## src/rtl/mem_port_arbiter_pkg.sv

```systemverilog
// Shared encodings and constants for the instruction/data memory port arbiter.
// Lives alongside riscv_defines; the widths below mirror RISCV_ADDR_WIDTH and
// RISCV_WORD_WIDTH.
package mem_port_arbiter_pkg;

  // Arbiter FSM state; BUSY_I and BUSY_D also tell you who owns the port.
  typedef enum logic [1:0] {
    ARB_IDLE   = 2'd0,
    ARB_BUSY_I = 2'd1,
    ARB_BUSY_D = 2'd2
  } arb_state_e;

  // Requester identity, used by the round-robin history bit.
  typedef enum logic {
    ARB_OWNER_I = 1'b0,
    ARB_OWNER_D = 1'b1
  } arb_owner_e;

  localparam int ARB_ADDR_WIDTH      = 32;
  localparam int ARB_DATA_WIDTH      = 32;
  localparam int ARB_DEFAULT_TIMEOUT = 255;

  // Width of the wait counter; never zero so TIMEOUT=0 still elaborates.
  function automatic int arbCountWidth(input int timeout);
    if (timeout < 1) begin
      return 1;
    end
    return $clog2(timeout + 1);
  endfunction

endpackage

```

## src/rtl/mem_port_arbiter_if.sv

```systemverilog
// Bundle of every handshake/bus signal around the arbiter. Signal names keep
// the arbiter's point of view (_i enters the arbiter, _o leaves it).
// slave  : the arbiter itself.
// master : the environment (fetch unit, LSU and memory together).
interface mem_port_arbiter_if #(
  parameter int ADDR_WIDTH = 32,
  parameter int DATA_WIDTH = 32
);

  logic                  imem_valid_i;
  logic [ADDR_WIDTH-1:0] imem_addr_i;
  logic                  imem_ready_o;
  logic                  imem_err_o;
  logic [DATA_WIDTH-1:0] imem_rdata_o;

  logic                  dmem_valid_i;
  logic [ADDR_WIDTH-1:0] dmem_addr_i;
  logic [DATA_WIDTH-1:0] dmem_wdata_i;
  logic [3:0]            dmem_we_i;
  logic                  dmem_ready_o;
  logic                  dmem_err_o;
  logic [DATA_WIDTH-1:0] dmem_rdata_o;

  logic                  mem_valid_o;
  logic                  mem_ready_i;
  logic [ADDR_WIDTH-1:0] mem_addr_o;
  logic [DATA_WIDTH-1:0] mem_wdata_o;
  logic [3:0]            mem_we_o;
  logic [DATA_WIDTH-1:0] mem_rdata_i;

  modport slave (
    input  imem_valid_i, imem_addr_i,
    output imem_ready_o, imem_err_o, imem_rdata_o,
    input  dmem_valid_i, dmem_addr_i, dmem_wdata_i, dmem_we_i,
    output dmem_ready_o, dmem_err_o, dmem_rdata_o,
    output mem_valid_o, mem_addr_o, mem_wdata_o, mem_we_o,
    input  mem_ready_i, mem_rdata_i
  );

  modport master (
    output imem_valid_i, imem_addr_i,
    input  imem_ready_o, imem_err_o, imem_rdata_o,
    output dmem_valid_i, dmem_addr_i, dmem_wdata_i, dmem_we_i,
    input  dmem_ready_o, dmem_err_o, dmem_rdata_o,
    input  mem_valid_o, mem_addr_o, mem_wdata_o, mem_we_o,
    output mem_ready_i, mem_rdata_i
  );

endinterface

```

## src/rtl/mem_port_arbiter_timeout.sv

```systemverilog
// arb_timeout_counter: counts BUSY cycles spent waiting for memory.
// expired_o is high while the count sits at TIMEOUT-1, i.e. on the TIMEOUT-th
// waiting cycle. TIMEOUT=0 disables the watchdog (expired_o is tied low).
module arb_timeout_counter
  import mem_port_arbiter_pkg::*;
#(
  parameter int TIMEOUT = ARB_DEFAULT_TIMEOUT
) (
  input  logic clk,
  input  logic rst_n,
  input  logic clear_i,
  input  logic enable_i,
  output logic expired_o
);

  localparam int CW = arbCountWidth(TIMEOUT);

  logic [CW-1:0] count_q;
  logic [CW-1:0] count_d;

  // Clear while idle so every transaction starts at zero, otherwise count waits.
  always_comb begin
    count_d = count_q;
    if (clear_i) begin
      count_d = '0;
    end else if (enable_i) begin
      count_d = count_q + CW'(1);
    end
  end

  // Count register.
  always_ff @(posedge clk or negedge rst_n) begin
    if (!rst_n) begin
      count_q <= '0;
    end else begin
      count_q <= count_d;
    end
  end

  generate
    if (TIMEOUT > 0) begin : g_watchdog
      localparam logic [CW-1:0] LAST = CW'(TIMEOUT - 1);
      assign expired_o = (count_q == LAST);
    end else begin : g_no_watchdog
      logic unusedCount;
      assign unusedCount = ^count_q;
      assign expired_o   = 1'b0;
    end
  endgenerate

endmodule

```

## src/rtl/mem_port_arbiter.sv

```systemverilog
// mem_port_arbiter: shares one memory port between instruction fetch (I) and
// the LSU data port (D). The grant is registered (one arbitration slot in IDLE)
// and held until mem_ready_i or a timeout ends the transaction.
// Optional macro ARB_ROUND_ROBIN_EN: alternate grants when both request at once;
// without it D always wins over I.
module mem_port_arbiter
  import mem_port_arbiter_pkg::*;
#(
  parameter int ADDR_WIDTH = ARB_ADDR_WIDTH,
  parameter int DATA_WIDTH = ARB_DATA_WIDTH,
  parameter int TIMEOUT    = ARB_DEFAULT_TIMEOUT
) (
  input  logic                clk,
  input  logic                rst_n,
  mem_port_arbiter_if.slave   bus
);

  arb_state_e            state_q;
  arb_state_e            state_d;
  logic                  busyI;
  logic                  busyD;
  logic                  busy;
  logic                  expired;
  logic                  timeoutHit;
  logic [ADDR_WIDTH-1:0] addrMux;
  logic [DATA_WIDTH-1:0] wdataMux;
  logic [3:0]            weMux;

  assign busyI = (state_q == ARB_BUSY_I);
  assign busyD = (state_q == ARB_BUSY_D);
  assign busy  = busyI | busyD;

  // Ready wins over a same-cycle timeout, so the error only fires without ready.
  assign timeoutHit = busy & expired & ~bus.mem_ready_i;

  arb_timeout_counter #(
    .TIMEOUT (TIMEOUT)
  ) u_timeout (
    .clk       (clk),
    .rst_n     (rst_n),
    .clear_i   (~busy),
    .enable_i  (busy & ~bus.mem_ready_i),
    .expired_o (expired)
  );

`ifdef ARB_ROUND_ROBIN_EN
  arb_owner_e lastOwner_q;
  arb_owner_e lastOwner_d;

  // Remember who was granted last so a simultaneous request goes to the other.
  always_comb begin
    lastOwner_d = lastOwner_q;
    if (state_q == ARB_IDLE) begin
      if (state_d == ARB_BUSY_D) begin
        lastOwner_d = ARB_OWNER_D;
      end else if (state_d == ARB_BUSY_I) begin
        lastOwner_d = ARB_OWNER_I;
      end
    end
  end

  // History bit register; starts as I so the first contested grant goes to D.
  always_ff @(posedge clk or negedge rst_n) begin
    if (!rst_n) begin
      lastOwner_q <= ARB_OWNER_I;
    end else begin
      lastOwner_q <= lastOwner_d;
    end
  end
`endif

  // Next-state logic: arbitrate in IDLE, return to IDLE on completion/timeout.
  always_comb begin
    state_d = state_q;
    case (state_q)
      ARB_IDLE: begin
`ifdef ARB_ROUND_ROBIN_EN
        if (bus.dmem_valid_i && bus.imem_valid_i) begin
          state_d = (lastOwner_q == ARB_OWNER_I) ? ARB_BUSY_D : ARB_BUSY_I;
        end else if (bus.dmem_valid_i) begin
          state_d = ARB_BUSY_D;
        end else if (bus.imem_valid_i) begin
          state_d = ARB_BUSY_I;
        end
`else
        if (bus.dmem_valid_i) begin
          state_d = ARB_BUSY_D;
        end else if (bus.imem_valid_i) begin
          state_d = ARB_BUSY_I;
        end
`endif
      end
      ARB_BUSY_I, ARB_BUSY_D: begin
        if (bus.mem_ready_i || timeoutHit) begin
          state_d = ARB_IDLE;
        end
      end
      default: state_d = ARB_IDLE;
    endcase
  end

  // State register; reset drops any transaction in flight without a pulse.
  always_ff @(posedge clk or negedge rst_n) begin
    if (!rst_n) begin
      state_q <= ARB_IDLE;
    end else begin
      state_q <= state_d;
    end
  end

  // Route the owner's request to memory; an I fetch never writes.
  always_comb begin
    addrMux  = '0;
    wdataMux = '0;
    weMux    = 4'h0;
    if (busyD) begin
      addrMux  = bus.dmem_addr_i;
      wdataMux = bus.dmem_wdata_i;
      weMux    = bus.dmem_we_i;
    end else if (busyI) begin
      addrMux  = bus.imem_addr_i;
    end
  end

  assign bus.mem_valid_o  = busy;
  assign bus.mem_addr_o   = addrMux;
  assign bus.mem_wdata_o  = wdataMux;
  assign bus.mem_we_o     = weMux;

  assign bus.imem_ready_o = busyI & bus.mem_ready_i;
  assign bus.dmem_ready_o = busyD & bus.mem_ready_i;
  assign bus.imem_err_o   = busyI & timeoutHit;
  assign bus.dmem_err_o   = busyD & timeoutHit;

  assign bus.imem_rdata_o = bus.mem_rdata_i;
  assign bus.dmem_rdata_o = bus.mem_rdata_i;

endmodule

```

## src/flat_wrapper.sv

```systemverilog
// flat-port wrapper written by rule: the top's interface ports become plain ports
module mem_port_arbiter_flat import mem_port_arbiter_pkg::*;
#(
  parameter int ADDR_WIDTH = ARB_ADDR_WIDTH,
  parameter int DATA_WIDTH = ARB_DATA_WIDTH,
  parameter int TIMEOUT    = ARB_DEFAULT_TIMEOUT
)
  (clk, rst_n, bus_imem_valid_i, bus_imem_addr_i, bus_imem_ready_o, bus_imem_err_o, bus_imem_rdata_o, bus_dmem_valid_i, bus_dmem_addr_i, bus_dmem_wdata_i, bus_dmem_we_i, bus_dmem_ready_o, bus_dmem_err_o, bus_dmem_rdata_o, bus_mem_valid_o, bus_mem_addr_o, bus_mem_wdata_o, bus_mem_we_o, bus_mem_ready_i, bus_mem_rdata_i);
  mem_port_arbiter_if #(.ADDR_WIDTH(ADDR_WIDTH), .DATA_WIDTH(DATA_WIDTH)) bus_i ();
  input  logic clk;
  input  logic rst_n;
  input wire logic [$bits(bus_i.imem_valid_i)-1:0] bus_imem_valid_i;
  input wire logic [$bits(bus_i.imem_addr_i)-1:0] bus_imem_addr_i;
  output wire logic [$bits(bus_i.imem_ready_o)-1:0] bus_imem_ready_o;
  output wire logic [$bits(bus_i.imem_err_o)-1:0] bus_imem_err_o;
  output wire logic [$bits(bus_i.imem_rdata_o)-1:0] bus_imem_rdata_o;
  input wire logic [$bits(bus_i.dmem_valid_i)-1:0] bus_dmem_valid_i;
  input wire logic [$bits(bus_i.dmem_addr_i)-1:0] bus_dmem_addr_i;
  input wire logic [$bits(bus_i.dmem_wdata_i)-1:0] bus_dmem_wdata_i;
  input wire logic [$bits(bus_i.dmem_we_i)-1:0] bus_dmem_we_i;
  output wire logic [$bits(bus_i.dmem_ready_o)-1:0] bus_dmem_ready_o;
  output wire logic [$bits(bus_i.dmem_err_o)-1:0] bus_dmem_err_o;
  output wire logic [$bits(bus_i.dmem_rdata_o)-1:0] bus_dmem_rdata_o;
  output wire logic [$bits(bus_i.mem_valid_o)-1:0] bus_mem_valid_o;
  output wire logic [$bits(bus_i.mem_addr_o)-1:0] bus_mem_addr_o;
  output wire logic [$bits(bus_i.mem_wdata_o)-1:0] bus_mem_wdata_o;
  output wire logic [$bits(bus_i.mem_we_o)-1:0] bus_mem_we_o;
  input wire logic [$bits(bus_i.mem_ready_i)-1:0] bus_mem_ready_i;
  input wire logic [$bits(bus_i.mem_rdata_i)-1:0] bus_mem_rdata_i;
  assign bus_i.imem_valid_i = bus_imem_valid_i;
  assign bus_i.imem_addr_i = bus_imem_addr_i;
  assign bus_imem_ready_o = bus_i.imem_ready_o;
  assign bus_imem_err_o = bus_i.imem_err_o;
  assign bus_imem_rdata_o = bus_i.imem_rdata_o;
  assign bus_i.dmem_valid_i = bus_dmem_valid_i;
  assign bus_i.dmem_addr_i = bus_dmem_addr_i;
  assign bus_i.dmem_wdata_i = bus_dmem_wdata_i;
  assign bus_i.dmem_we_i = bus_dmem_we_i;
  assign bus_dmem_ready_o = bus_i.dmem_ready_o;
  assign bus_dmem_err_o = bus_i.dmem_err_o;
  assign bus_dmem_rdata_o = bus_i.dmem_rdata_o;
  assign bus_mem_valid_o = bus_i.mem_valid_o;
  assign bus_mem_addr_o = bus_i.mem_addr_o;
  assign bus_mem_wdata_o = bus_i.mem_wdata_o;
  assign bus_mem_we_o = bus_i.mem_we_o;
  assign bus_i.mem_ready_i = bus_mem_ready_i;
  assign bus_i.mem_rdata_i = bus_mem_rdata_i;
  mem_port_arbiter #(.ADDR_WIDTH(ADDR_WIDTH), .DATA_WIDTH(DATA_WIDTH), .TIMEOUT(TIMEOUT)) u_core (.clk(clk), .rst_n(rst_n), .bus(bus_i));
endmodule
```

## config.mk

```make
export PLATFORM = sky130hd
export DESIGN_NAME = mem_port_arbiter_flat
export DESIGN_NICKNAME = d
export VERILOG_FILES = /design/src/rtl/mem_port_arbiter_pkg.sv /design/src/rtl/mem_port_arbiter_if.sv /design/src/rtl/mem_port_arbiter_timeout.sv /design/src/rtl/mem_port_arbiter.sv /design/src/flat_wrapper.sv
export SDC_FILE = /design/constraint.sdc
export NUM_CORES = 1
export LEC_CHECK = 0
export BUFFER_PORTS_ARGS = -buffer_cell sky130_fd_sc_hd__buf_2
export CAP_MARGIN = 25
export CORE_AREA = 8 8 100 102
export CTS_BUF_LIST = sky130_fd_sc_hd__clkbuf_4
export DETAILED_ROUTE_END_ITERATION = 16
export DIE_AREA = 0 0 108 110
export GPL_TIMING_DRIVEN = 0
export HOLD_SLACK_MARGIN = 0.06
export SLEW_MARGIN = 5
export SYNTH_ARGS = -nofsm -noshare
export SYNTH_HDL_FRONTEND = slang
export SYNTH_SLANG_ARGS = --single-unit
```

## constraint.sdc

```tcl
create_clock -name clk -period 2.5 [get_ports clk]
set_input_delay 0.125 -clock clk [delete_from_list [all_inputs] [get_ports clk]]
set_output_delay 0.125 -clock clk [all_outputs]
set_load 0.02 [all_outputs]
```

==> run metrics, run 1 <==
outcome=completed; CTS Sinks=10; Final Util=37.4%; Max Clock Skew=1.78 ps; CTS tree=built; Clock Tree Root=clkbuf_4; part of the power in registers=9.2%; leading area contributor after synthesis=buf_4; Initial Util=21.1%; Yosys reg bits=10; cell area after synthesis=1790 um^2; WL/cell=14.8 um; reg2reg path depth=5; largest net degree at the start of global routing=11; layout cell share with drive strength beyond 1=60.6%; Avg Synthesized Cell Area=6.50 um^2; hpwl dp=8.38 mm; Max Cap Viol=0; number of synthesis warnings=0; Max Slew Vio Count=0; Area Growth Syn to Fin=76.9%; Die Footprint=11900 um^2; Worst Setup Path Type=reg -> out; Worst Hold Class=in -> reg; RePlAce Congestion=0.784; Antenna Cells=0; Rel. slew slack=70.9%; # rows=34; Post-synth EDFFs=0; gr usage total=13.3%; first-pass GRT wire length=13.0 mm; vias in the first global route=2518; leakage power=0.00190 uW; drt drc=0; drt via density=4.01; Worst VDD drop=0.000361 V; most frequent cells after synthesis=nand2_1, buf_4, and2_1, o21ai_0; Final Setup Violations=0; clock tree buffer depth=2; Cells after Synth=275; clock-pin slew on the worst setup and hold paths=60 ps; number of CTS-inserted buffers=3; core area=8470 um^2; Post-synth top flop=dfrtp_1; Final TNS setup=0 ps; Worst Tran Pin Value=437 ps; # nets final=664; Mapped Nets=417; CP arrival=2010 ps; Max Freq=0.467 GHz; switching power share of the total=60.1%; worst-path fanout max=10; Final Hold Viols=0; antenna-violating nets left=0; via count=2521; Pwr Total=2320 uW; die height=110 um; IO buf count=241; post-synth cell types=30; Async SR Flop Fraction=100%; Clock Power Share=4.7%; Die X=108 um; main area contributors after synthesis=buf_4, nand2_1, dfrtp_1, and2_1, o21ai_0; worst setup margin=360 ps; gr ovfl total=0; Sw Pwr=1390 uW; pre-CTS setup slack=431 ps; combinational share of power=86.1%; Final min period=2140 ps; Cell Int Power=926 uW; WHS Path Cells=3; period utilization=85.6%; Worst EP required=2380 ps; H-tree Lvls=1; Worst-Skew Late Latency=260 ps; Power Dens Cells=734 nW/um^2; Setup crit start kind=flop; DRT Pass-1 Iters=4; Initial DRC Count=100; Total Wirelength=9.30 mm; RSZ-0062 raised after global routing=no; initial antenna violation count=0; endpoint class of the critical path=output pin; Yosys top cell area share=26.9%; Seq/Total Area, Yosys=14.0%; post-CTS setup buffers=0; I/O pin total=274; top-count cell post-synth=nand2_1
-- flip-flops by register name (all words and copies together) (netlist names) --
name	cells
u_core.state_q	2
u_core.u_timeout.count_q	8
-- final cells by class --
cell class	count	area [um^2]
fill	935	5300
timing repair buffer	242	1220
multi-input combinational	181	972
buffer	80	552
sequential	10	250
tap	108	135
clock buffer	3	22.5
inverter	4	15.0
-- cell families after synthesis --
family	count (synthesis)	synth area share, %
AND/OR/NAND/NOR	128	35.8
buffers and inverters	84	31.6
AO/OA/AOI/OAI	44	13.2
flip-flops	10	14.0
adder cells (fa/ha/maj)	5	3.50
XOR/XNOR	4	1.96
-- per-stage QoR --
stage	hold WS (ps)	std cells	area (um^2)
2_1_floorplan	-171	275	1790
3_3_place_gp	2.30	624	3130
3_5_place_dp	5.63	624	3130
4_1_cts	150	628	3160
5_1_grt	172	628	3160
6_report	159	628	3160
-- placed cells by master, fill, tap and decap left out, drive strengths merged --
cell,count
dlygate4sd3,1
nor2,6
nand4,1
and2,38
nand2b,1
a21oi,5
o211ai,1
nand3,1
nand3b,2
o21ai,35
xnor2,1
o211a,1
and4,2
nand4b,2
clkbuf,13
or2,1
inv,4
xor2,3
ha,5
nor3b,2
dfrtp,10
buf,311
a211o,2
or3,3
nand2,67
nor2b,2
-- critical path, cell delays in order (launching register included) --
cell      delay [ps]
dfrtp_1          410
inv_1            100
ha_1             200
buf_2            280
clkbuf_1         370
nand2_1          130
o21ai_0           90
buf_2            180
-- path summary, 6_finish.rpt --
check	startpoint	endpoint	slack, ps
min reg2reg	u_core.state_q[1]	u_core.state_q[1]	580
max in group asynchronous	rst_n	u_core.state_q[1]	2050
max reg2reg	u_core.state_q[0]	u_core.state_q[0]	870
max	u_core.state_q[0]	bus_mem_addr_o[5]	360
min	bus_dmem_valid_i	u_core.state_q[1]	160
min in group asynchronous	rst_n	u_core.u_timeout.count_q[3]	260
-- metal layers --
metal / GRT usage (%) / share of wire, % / vias up
li1: - / - / 1305
met1: 15.1 / 37 / 1090
met2: 25.1 / 53 / 124
met3: 3.26 / 9.8 / 2
met4: 1.29 / 0.28 / 0
met5: 0 / 0 / -
-- power groups by stage --
stage	clock network (uW)	logic [uW]	registers, uW
2_1_floorplan	0	1300	211
3_3_place_gp	0	2010	215
3_5_place_dp	0	2030	218
4_1_cts	110	2040	215
5_1_grt	122	2180	221
6_report	108	2000	215
-- timing repair --
action                                 4_1_cts  5_1_grt
gates resized for setup                      0        2
hold buffers                                 1        0
endpoints found under the hold margin       10        0
setup endpoints to repair                    0        2
No activity file was read; power rests on OpenSTA's default activity.
==> run 2: changes to the inputs <==
- BUFFER_PORTS_ARGS: -buffer_cell sky130_fd_sc_hd__buf_2 -> not set
- DONT_BUFFER_PORTS: not set -> 1
- clock period: 2.5 -> 2.45 ns (I/O delays scaled with it)
==> run metrics, run 2 (synthesis gave the netlist of run 1 again) <==
Max Slew Vio Count=0; Clock Power Share=6.2%; min-delay src=bus_imem_valid_i; # rows=34; reg2reg setup slack=740 ps; Final Setup Violations=0; Power Dens Cells=981 nW/um^2; gr usage total=10.5%; Initial Util=21.1%; Largest regs=u_core.u_timeout.count_q (8), u_core.state_q (2); post-CTS setup buffers=0; Die X=108 um; vias in the first global route=1754; IO buf count=0; Worst VDD drop=0.000505 V; Max Clock Skew=3.74 ps; DRT Pass-1 Iters=4; worst-path fanout max=4; WHS Path Cells=2; R2R Path Start=u_core.state_q[0]; Pwr Total=1930 uW; CTS tree=built; largest net degree at the start of global routing=11; Cell Int Power=613 uW; max reg flops=8; Sw Pwr=1320 uW; initial antenna violation count=0; Final min period=2300 ps; Worst Tran Pin Value=726 ps; number of CTS-inserted buffers=3; RSZ-0062 raised after global routing=no; antenna-violating nets left=0; clock-pin slew on the worst setup and hold paths=70 ps; Final Hold Viols=0; Antenna Cells=0; worst hold slack=66.4 ps; Hold Path End=u_core.state_q[1]; Max Freq=0.435 GHz; clock tree buffer depth=2; Setup crit start kind=flop; die height=110 um; Worst-Skew Late Latency=270 ps; CP arrival=2180 ps; Max Cap Viol=0; period utilization=93.9%; combinational share of power=82.5%; Worst EP required=2330 ps; first-pass GRT wire length=10.0 mm; Initial DRC Count=97; Fillers=942; gr ovfl total=0; # nets final=424; Worst Setup Path Type=reg -> out; RePlAce Congestion=0.700; Area Growth Syn to Fin=10.1%; FF-to-FF End=u_core.state_q[0]; switching power share of the total=68.2%; leading cell type in the layout, fill and taps excluded=nand2_1; leakage power=0.000872 uW; H-tree Lvls=1; via count=1794; layout cell share with drive strength beyond 1=26.0%; Total Wirelength=7.80 mm; WL/cell=20.0 um; Clock Tree Root=clkbuf_4; drt drc=0; I/O pin total=274; Final TNS setup=0 ps; most frequent cells in the layout=nand2_1, buf_4, and2_1, o21ai_0, o21ai_1; Top reg by flops=u_core.u_timeout.count_q; Die Footprint=11900 um^2; outcome=completed; part of the power in registers=11.3%; hpwl dp=7.03 mm; core area=8470 um^2; CTS Sinks=10; endpoint class of the critical path=output pin; Worst Hold Class=in -> reg; reg2reg path depth=5; Rel. slew slack=51.1%; drt via density=4.61; worst setup path startpoint=u_core.state_q[0]
[run 2: cell types whose count changed in the layout (fill, tap and decap cells not counted), sizes merged]
cell | before | now
dlygate4sd3 | 1 | 2
buf | 311 | 70
clkinv | 0 | 1
[run 2: how the worst max path moves through the flow]
stage / end / slack, ps / cells past startpoint
2_1_floorplan: bus_dmem_err_o / 610 / 5
3_3_place_gp: bus_mem_addr_o[15] / 390 / 6
3_5_place_dp: bus_mem_addr_o[15] / 350 / 6
4_1_cts: bus_mem_addr_o[15] / 40 / 6
5_1_grt: bus_imem_err_o / 3 / 5
6_report: bus_imem_err_o / 150 / 5
[run 2: area by class of cell]
type,instances,area [um^2],area share (%)
flip-flops and latches,10,250,12.7
clock inverters,1,3.75,0.191
multi-input cells,181,972,49.4
inverters,4,15.0,0.762
repair buffers,2,20.0,1.02
clock buffers,3,22.5,1.14
well taps,108,135,6.86
plain buffers,80,551,28.0
[run 2: power by group through the flow]
stage / combinational (uW) / clock [uW] / sequential, uW
after floorplan: 1320 / 0 / 215
after global placement: 1580 / 0 / 220
after detailed placement: 1600 / 0 / 222
after CTS: 1610 / 123 / 218
after global routing: 1740 / 130 / 222
final: 1590 / 120 / 218
[run 2: metal layers]
layer	GRT usage [%]	wire length, um
met5	0	0
met2	18.7	4070
met1	11.9	2660
met4	1.78	29
met3	3.90	1040
[run 2: repair_timing]
| item | 4_1_cts | 5_1_grt |
|---|---|---|
| resized for setup | 0 | 12 |
| hold buffers | 2 | 0 |
| endpoints found under the setup margin | 0 | 12 |
| endpoints found under the hold margin | 11 | 0 |
[run 2: stage by stage]
stage | area [um^2] | setup slack, ps | cells | util, %
2_1_floorplan | 1790 | 612 | 275 | -
3_3_place_gp | 1920 | 392 | 383 | 22.7
3_5_place_dp | 1920 | 351 | 383 | 22.7
4_1_cts | 1970 | 43.9 | 389 | 23.3
5_1_grt | 1970 | 3.12 | 389 | 23.3
6_report | 1970 | 150 | 389 | 23.3
[run 2: critical path: stages (launching register included)]
cell and delay (ps):
dfrtp_1 380, inv_1 80, ha_1 460, and4_2 310
nand2_1 90, nor3b_1 580
